==> config.mk <==
export PLATFORM = sky130hd
export DESIGN_NAME = axis_pulse_meas_flat
export DESIGN_NICKNAME = d
export VERILOG_FILES = /design/src/rtl/axis_pulse_meas_if.sv /design/src/rtl/axis_pulse_meas.sv /design/src/flat_wrapper.sv
export SDC_FILE = /design/constraint.sdc
export NUM_CORES = 2
export LEC_CHECK = 0
export BUFFER_PORTS_ARGS = -buffer_cell sky130_fd_sc_hd__buf_2
export CELL_PAD_IN_SITES_DETAIL_PLACEMENT = 1
export CELL_PAD_IN_SITES_GLOBAL_PLACEMENT = 2
export CORE_MARGIN = 2
export CORE_UTILIZATION = 25
export CTS_CLUSTER_SIZE = 12
export DETAILED_ROUTE_END_ITERATION = 8
export HOLD_SLACK_MARGIN = 0.02
export PLACE_DENSITY_LB_ADDON = 0.1
export SYNTH_ARGS = -nofsm -noshare
export SYNTH_HDL_FRONTEND = slang
export SYNTH_SLANG_ARGS = --single-unit
==> constraint.sdc <==
create_clock -name aclk -period 77.9 [get_ports aclk]
set_input_delay 3.895 -clock aclk [delete_from_list [all_inputs] [get_ports aclk]]
set_output_delay 3.895 -clock aclk [all_outputs]
set_load 0.01 [all_outputs]
==> src/rtl/axis_pulse_meas_if.sv <==
// Single-direction AXI-Stream bundle used for both the sample input and the result output.
// The upstream sample stream never looks at tready; the result stream honours it.
interface axis_pulse_meas_if #(
  parameter int W = 64
);
  logic         tvalid;
  logic         tready;
  logic [W-1:0] tdata;

  modport master (output tvalid, output tdata, input tready);
  modport slave  (input tvalid, input tdata, output tready);
endinterface

==> src/rtl/axis_pulse_meas.sv <==
// Threshold-based pulse measurement on a 16-lane parallel sample stream.
// Three pipeline stages (compare, reduce, track) feed a one-entry result register.
module axis_pulse_meas #(
  parameter int N = 16,
  parameter int B = 16
) (
  input  logic                aclk,
  input  logic                areset,
  axis_pulse_meas_if.slave    s_axis,
  input  logic signed [B-1:0] THR_REG,
  input  logic                EN_REG,
  axis_pulse_meas_if.master   m_axis,
  output logic [15:0]         drop_cnt
);

  localparam int PW = $clog2(N + 1);

  typedef enum logic {IDLE, IN_PULSE} state_t;

  logic [31:0]        ts;
  logic               s1_valid, s1_en;
  logic [31:0]        s1_ts;
  logic [N*B-1:0]     s1_data;
  logic [N-1:0]       s1_gt, gt;
  logic [PW-1:0]      pop;
  logic signed [B-1:0] beat_peak;
  logic               s2_valid, s2_en, s2_active;
  logic [31:0]        s2_ts;
  logic [PW-1:0]      s2_pop;
  logic signed [B-1:0] s2_peak;
  state_t             state, state_next;
  logic               start_pulse, extend_pulse, emit;
  logic [31:0]        t_start;
  logic [15:0]        width;
  logic signed [B-1:0] peak;
  logic [16:0]        width_sum;
  logic [15:0]        width_sat;
  logic               out_valid, out_load;
  logic [63:0]        out_data;

  // The input side has no flow control: every beat is taken.
  assign s_axis.tready = 1'b1;

  always_ff @(posedge aclk or posedge areset) begin
    if (areset) ts <= '0;
    else        ts <= ts + 32'd1;
  end

  always_comb begin
    gt = '0;
    for (int i = 0; i < N; i++)
      gt[i] = $signed(s_axis.tdata[B*i +: B]) > THR_REG;
  end

  // EN_REG travels with the beat so enable changes line up with beat boundaries.
  always_ff @(posedge aclk or posedge areset) begin
    if (areset) begin
      s1_valid <= 1'b0;
      s1_en    <= 1'b0;
      s1_ts    <= '0;
      s1_data  <= '0;
      s1_gt    <= '0;
    end else begin
      s1_valid <= s_axis.tvalid;
      s1_en    <= EN_REG;
      s1_ts    <= ts;
      s1_data  <= s_axis.tdata;
      s1_gt    <= gt;
    end
  end

  always_comb begin
    pop       = '0;
    beat_peak = {1'b1, {(B-1){1'b0}}};
    for (int i = 0; i < N; i++) begin
      if (s1_gt[i]) begin
        pop = pop + PW'(1);
        if ($signed(s1_data[B*i +: B]) > beat_peak)
          beat_peak = $signed(s1_data[B*i +: B]);
      end
    end
  end

  always_ff @(posedge aclk or posedge areset) begin
    if (areset) begin
      s2_valid  <= 1'b0;
      s2_en     <= 1'b0;
      s2_active <= 1'b0;
      s2_ts     <= '0;
      s2_pop    <= '0;
      s2_peak   <= '0;
    end else begin
      s2_valid  <= s1_valid;
      s2_en     <= s1_en;
      s2_active <= s1_valid & (|s1_gt);
      s2_ts     <= s1_ts;
      s2_pop    <= pop;
      s2_peak   <= beat_peak;
    end
  end

  always_ff @(posedge aclk or posedge areset) begin
    if (areset) state <= IDLE;
    else        state <= state_next;
  end

  // tvalid=0 beats hold the state; disable drops any open pulse.
  always_comb begin
    state_next = state;
    if (!s2_en)
      state_next = IDLE;
    else if (s2_valid) begin
      case (state)
        IDLE:     if (s2_active)  state_next = IN_PULSE;
        IN_PULSE: if (!s2_active) state_next = IDLE;
        default:  state_next = IDLE;
      endcase
    end
  end

  always_comb begin
    start_pulse  = 1'b0;
    extend_pulse = 1'b0;
    emit         = 1'b0;
    if (s2_en && s2_valid) begin
      case (state)
        IDLE:     start_pulse = s2_active;
        IN_PULSE: begin
          extend_pulse = s2_active;
          emit         = !s2_active;
        end
        default: ;
      endcase
    end
  end

  assign width_sum = {1'b0, width} + {{(17-PW){1'b0}}, s2_pop};
  assign width_sat = width_sum[16] ? 16'hFFFF : width_sum[15:0];

  always_ff @(posedge aclk or posedge areset) begin
    if (areset) begin
      t_start <= '0;
      width   <= '0;
      peak    <= '0;
    end else if (start_pulse) begin
      t_start <= s2_ts;
      width   <= {{(16-PW){1'b0}}, s2_pop};
      peak    <= s2_peak;
    end else if (extend_pulse) begin
      width <= width_sat;
      if (s2_peak > peak) peak <= s2_peak;
    end
  end

  // A result lands only if the slot is free or being drained this very cycle.
  assign out_load = emit & (~out_valid | m_axis.tready);

  always_ff @(posedge aclk or posedge areset) begin
    if (areset) begin
      out_valid <= 1'b0;
      out_data  <= '0;
      drop_cnt  <= '0;
    end else begin
      if (out_load) begin
        out_valid <= 1'b1;
        out_data  <= {t_start, width, peak};
      end else if (m_axis.tready) begin
        out_valid <= 1'b0;
      end
      if (emit && !out_load && drop_cnt != 16'hFFFF)
        drop_cnt <= drop_cnt + 16'd1;
    end
  end

  assign m_axis.tvalid = out_valid;
  assign m_axis.tdata  = out_data;

endmodule

==> src/flat_wrapper.sv <==
// flat-port wrapper written by rule: the top's interface ports become plain ports
module axis_pulse_meas_flat 
#(
  parameter int N = 16,
  parameter int B = 16
)
  (aclk, areset, THR_REG, EN_REG, drop_cnt, s_axis_tvalid, s_axis_tdata, s_axis_tready, m_axis_tvalid, m_axis_tdata, m_axis_tready);
  axis_pulse_meas_if #(.W(N*B)) s_axis_i ();
  axis_pulse_meas_if #(.W(64)) m_axis_i ();
  input  logic aclk;
  input  logic areset;
  input  logic signed [B-1:0] THR_REG;
  input  logic EN_REG;
  output logic [15:0] drop_cnt;
  input wire logic [$bits(s_axis_i.tvalid)-1:0] s_axis_tvalid;
  input wire logic [$bits(s_axis_i.tdata)-1:0] s_axis_tdata;
  output wire logic [$bits(s_axis_i.tready)-1:0] s_axis_tready;
  output wire logic [$bits(m_axis_i.tvalid)-1:0] m_axis_tvalid;
  output wire logic [$bits(m_axis_i.tdata)-1:0] m_axis_tdata;
  input wire logic [$bits(m_axis_i.tready)-1:0] m_axis_tready;
  assign s_axis_i.tvalid = s_axis_tvalid;
  assign s_axis_i.tdata = s_axis_tdata;
  assign s_axis_tready = s_axis_i.tready;
  assign m_axis_tvalid = m_axis_i.tvalid;
  assign m_axis_tdata = m_axis_i.tdata;
  assign m_axis_i.tready = m_axis_tready;
  axis_pulse_meas #(.N(N), .B(B)) u_core (.aclk(aclk), .areset(areset), .s_axis(s_axis_i), .THR_REG(THR_REG), .EN_REG(EN_REG), .m_axis(m_axis_i), .drop_cnt(drop_cnt));
endmodule
==> impl_metrics.xml <==
<?xml version="1.0" encoding="UTF-8"?>
<metrics>
  <group name="sta">
    <metric name="finalMaxSlewViolations" unit="">0</metric>
    <metric name="worstMarginPinSlew" unit="ns">1.03</metric>
    <metric name="fin_skew" unit="ns">0.0538</metric>
    <metric name="hold_viol_final" unit="">0</metric>
    <metric name="max_freq" unit="MHz">22.2</metric>
    <metric name="timing.final.crit_share" unit="">0.577</metric>
    <metric name="fin_tns_setup" unit="ns">0</metric>
    <metric name="post-route-min-period" unit="ns">44.97</metric>
    <metric name="max-slew-margin-rel" unit="">0.314</metric>
    <metric name="setup-violations-final" unit="">0</metric>
    <metric name="rsz0062_at_grt" unit="">no</metric>
  </group>
  <group name="die">
    <metric name="std_cell_rows" unit="">135</metric>
    <metric name="fp.dieArea" unit="µm²">139000</metric>
    <metric name="die_h" unit="µm">372</metric>
    <metric name="top_level_ports" unit="">359</metric>
    <metric name="floorplan.initialDensity" unit="">0.251</metric>
    <metric name="placeableCoreArea" unit="µm²">135000</metric>
    <metric name="fp.dieW" unit="µm">372</metric>
  </group>
  <group name="grt">
    <metric name="grt.met1_usage" unit="">0.264</metric>
    <metric name="grt_most_used_layer" unit="">met2</metric>
    <metric name="grt-ovfl-total" unit="">0</metric>
    <metric name="antenna_found_initial" unit="">25</metric>
    <metric name="first_pass_grt_wire_length" unit="mm">187</metric>
    <metric name="globalRouteTotalUtil" unit="">0.186</metric>
    <metric name="grt.met3_usage" unit="">0.0300</metric>
    <metric name="via_count_of_the_first_global_routing_pass" unit="">27491</metric>
    <metric name="largest_net_degree_at_the_start_of_global_routing" unit="">112</metric>
    <metric name="grt_use_met2" unit="">0.290</metric>
  </group>
  <group name="clock_tree">
    <metric name="clock_latency" unit="ns">0.68</metric>
    <metric name="post-cts-setup-buffers" unit="">0</metric>
    <metric name="clock_sinks" unit="">540</metric>
    <metric name="postCtsHoldBufs" unit="">0</metric>
    <metric name="tritoncts_clock_tree" unit="">done</metric>
    <metric name="clk_root_buffer_cell" unit="">sky130_fd_sc_hd__clkbuf_16</metric>
    <metric name="cts_inserted_buffers" unit="">71</metric>
    <metric name="resize_count_post_cts" unit="">0</metric>
    <metric name="clockBufferDepth" unit="">3</metric>
    <metric name="cts_max_level" unit="">3</metric>
    <metric name="clkSlewWorstSetupHoldPaths" unit="ns">0.06</metric>
  </group>
  <group name="layout">
    <metric name="multiInputGateArea" unit="µm²">19000</metric>
    <metric name="sequential_cell_area" unit="µm²">13500</metric>
    <metric name="layout.cells.most_common" unit="">sky130_fd_sc_hd__dfrtp_1</metric>
    <metric name="drive_above_1_share" unit="">0.195</metric>
    <metric name="most-common-layout-cells" unit="">540 x sky130_fd_sc_hd__dfrtp_1, 508 x sky130_fd_sc_hd__ha_1, 357 x sky130_fd_sc_hd__buf_2</metric>
    <metric name="syn_to_final_growth" unit="%">18.7</metric>
    <metric name="n_fill_cell" unit="">15326</metric>
    <metric name="final_nets" unit="">4493</metric>
  </group>
  <group name="logic_synthesis">
    <metric name="post_synth_xor_area_fraction" unit="">0.0289</metric>
    <metric name="yosysWarnings" unit="">0</metric>
    <metric name="syn-instance-count" unit="">3318</metric>
    <metric name="number_of_enable_flip_flop_cells_after_synthesis" unit="">0</metric>
    <metric name="synthDominantAreaCellType" unit="">sky130_fd_sc_hd__dfrtp_1</metric>
    <metric name="async_flop_share" unit="">1.00</metric>
    <metric name="post_synth_design_cell_area" unit="µm²">33900</metric>
    <metric name="post_synth_top_flop" unit="">sky130_fd_sc_hd__dfrtp_1</metric>
    <metric name="simple_gate_share_of_the_synthesized_area" unit="">0.130</metric>
    <metric name="synth.net_count" unit="">4104</metric>
    <metric name="synth_compound_gate_area_share" unit="">0.138</metric>
    <metric name="ys_seq_area_frac" unit="">0.399</metric>
    <metric name="share_of_the_synthesized_area_in_the_top_cell_type" unit="">0.399</metric>
    <metric name="yosys-top-cells-area" unit="">sky130_fd_sc_hd__dfrtp_1 40%, sky130_fd_sc_hd__ha_1 19%, sky130_fd_sc_hd__mux2_2 5.7%</metric>
    <metric name="synth_mux_area_frac" unit="">0.0726</metric>
    <metric name="synth.distinct_cells" unit="">115</metric>
    <metric name="synth.ff_latch_count" unit="">540</metric>
    <metric name="synthAdderAreaFrac" unit="">0.189</metric>
    <metric name="synth_top_family_by_area" unit="">adder cells</metric>
    <metric name="syn-mean-instance-area" unit="µm²">10.2</metric>
  </group>
  <group name="setup_path">
    <metric name="setup.worst_path.end" unit="">u_core.s2_peak[3]</metric>
    <metric name="critPathSlowestCell" unit="">sky130_fd_sc_hd__nand2_1</metric>
    <metric name="rr_startpoint" unit="">u_core.s1_gt[0]</metric>
    <metric name="critical_path.startpoint_type" unit="">flop</metric>
    <metric name="regToRegEndpoint" unit="">u_core.s2_peak[3]</metric>
    <metric name="crit_top_cell" unit="">sky130_fd_sc_hd__a21oi_1</metric>
    <metric name="timing_worst_setup_path_type" unit="">flop to flop</metric>
    <metric name="worstPathArrival" unit="ns">45.50</metric>
    <metric name="timing.critical_path.slowest_cell_delay" unit="ns">0.79</metric>
    <metric name="reg2reg_slack" unit="ns">32.93</metric>
    <metric name="critPathMaxFanout" unit="">31</metric>
    <metric name="timing.critical_path.from" unit="">u_core.s1_gt[0]</metric>
    <metric name="reg2reg_depth" unit="">194</metric>
    <metric name="endpoint_kind" unit="">flop</metric>
    <metric name="endpoint_required_time_on_the_critical_path" unit="ns">78.42</metric>
  </group>
  <group name="drt">
    <metric name="postRouteWirelength" unit="mm">128</metric>
    <metric name="detail_route.vias_per_cell" unit="">4.73</metric>
    <metric name="drcViolationCount" unit="">0</metric>
    <metric name="first_iter_violations" unit="">1364</metric>
    <metric name="routed-via-count" unit="">26276</metric>
    <metric name="drt_first_pass_iters" unit="">4</metric>
    <metric name="antenna_violating_nets_post_route" unit="">0</metric>
    <metric name="post_drt_wl_per_cell" unit="µm">23.1</metric>
  </group>
  <group name="status">
    <metric name="run_status" unit="">complete, no violations</metric>
  </group>
  <group name="placement">
    <metric name="gp_weighted_congestion" unit="">0.816</metric>
    <metric name="port-buffer-count" unit="">357</metric>
    <metric name="detailedPlacementHpwl" unit="mm">99.5</metric>
  </group>
  <group name="flow_run">
    <metric name="max-cap-violations" unit="">0</metric>
  </group>
  <group name="hold_path">
    <metric name="worstHoldPathType" unit="">flop to flop</metric>
  </group>
</metrics>
-- area by class of cell --
| type | instances | area share |
|---|---|---|
| Multi-Input combinational cell | 2433 | 0.471 |
| Sequential cell | 540 | 0.336 |
| Tap cell | 1781 | 0.0554 |
| Timing Repair Buffer | 390 | 0.0506 |
| Clock buffer | 100 | 0.0503 |
| Inverter | 271 | 0.0255 |
| Clock inverter | 30 | 0.0107 |
| Antenna cell | 7 | 0.000435 |
-- cell usage after synthesis (all sizes together), types with 65 or more instances --
| library cell | instances |
|---|---|
| a21o | 98 |
| a21oi | 208 |
| dfrtp | 540 |
| ha | 508 |
| inv | 270 |
| mux2 | 172 |
| nand2 | 205 |
| nand3 | 65 |
| nand4 | 110 |
| nor2 | 141 |
| nor2b | 72 |
| o21ai | 233 |
| xnor2 | 79 |
-- worst max-delay path, delay by kind of cell (launching register included) --
kind | cells | cell delay [ns]
AO/OA/AOI/OAI | 98 | 22.81
AND/OR/NAND/NOR | 52 | 10.13
adder cells (fa/ha/maj) | 15 | 4.42
multiplexers | 8 | 3.36
buffers and inverters | 19 | 3.08
flip-flops | 1 | 0.49
XOR/XNOR | 2 | 0.40
-- sequential cells by signal, indices dropped and copies added, names as in the netlist --
| signal | flops |
|---|---|
| u_core.s1_data | 256 |
| u_core.m_axis.tdata | 64 |
| u_core.s1_ts | 32 |
| u_core.s2_ts | 32 |
| u_core.t_start | 32 |
| u_core.ts | 32 |
| u_core.drop_cnt | 16 |
| u_core.peak | 16 |
| u_core.s1_gt | 16 |
| u_core.s2_peak | 16 |
| u_core.width | 16 |
| u_core.s2_pop | 5 |
| u_core.m_axis.tvalid | 1 |
| u_core.s1_en | 1 |
| u_core.s1_valid | 1 |
| u_core.s2_active | 1 |
| u_core.s2_en | 1 |
| u_core.s2_valid | 1 |
| u_core.state | 1 |
-- metrics by stage --
step / utilization / hold WS [ns] / setup WS, ns / instance area, µm² / std cells
after detailed placement: 0.280 / 0.336 / 33.28 / 37800 / 5415
after CTS: 0.298 / 0.335 / 33.13 / 40200 / 5545
after global routing: 0.298 / 0.327 / 28.61 / 40200 / 5545
after global placement: 0.280 / 0.332 / 33.95 / 37800 / 5415
final: 0.298 / 0.326 / 32.93 / 40200 / 5552
after floorplan: - / 0.331 / 40.24 / 33900 / 3318
-- cells by family (layout without fill, tap and decap cells) --
group / after synthesis / count (layout)
AOI/OAI and AO/OA: 740 / 740
xor gates and xnor gates: 111 / 111
adders and majority gates: 513 / 513
buffers and inverters: 345 / 791
DFF: 540 / 540
muxes: 222 / 222
other: 1 / 8
and+or+nand+nor: 846 / 846
-- worst min path at each step --
stage / cells after the start / from / slack [ns] / end
final: 0 / u_core.s1_en / 0.33 / u_core.s2_en
after CTS: 0 / u_core.s1_en / 0.33 / u_core.s2_en
after global routing: 0 / u_core.s1_en / 0.33 / u_core.s2_en
after global placement: 0 / u_core.s1_ts[29] / 0.33 / u_core.s2_ts[29]
after detailed placement: 0 / u_core.s1_ts[5] / 0.34 / u_core.s2_ts[5]
after floorplan: 0 / u_core.s1_en / 0.33 / u_core.s2_en
-- routing by layer --
layer	vias to the layer above	wire, µm	share of wire
met5	-	73	0.00057
li1	12785	-	-
met1	12870	63700	0.50
met2	500	56600	0.44
met4	12	2380	0.019
met3	109	5550	0.043
Power is left out: the tool's default activity adds up to more than one toggle a clock period on the data nets, which glitch-free logic cannot reach.
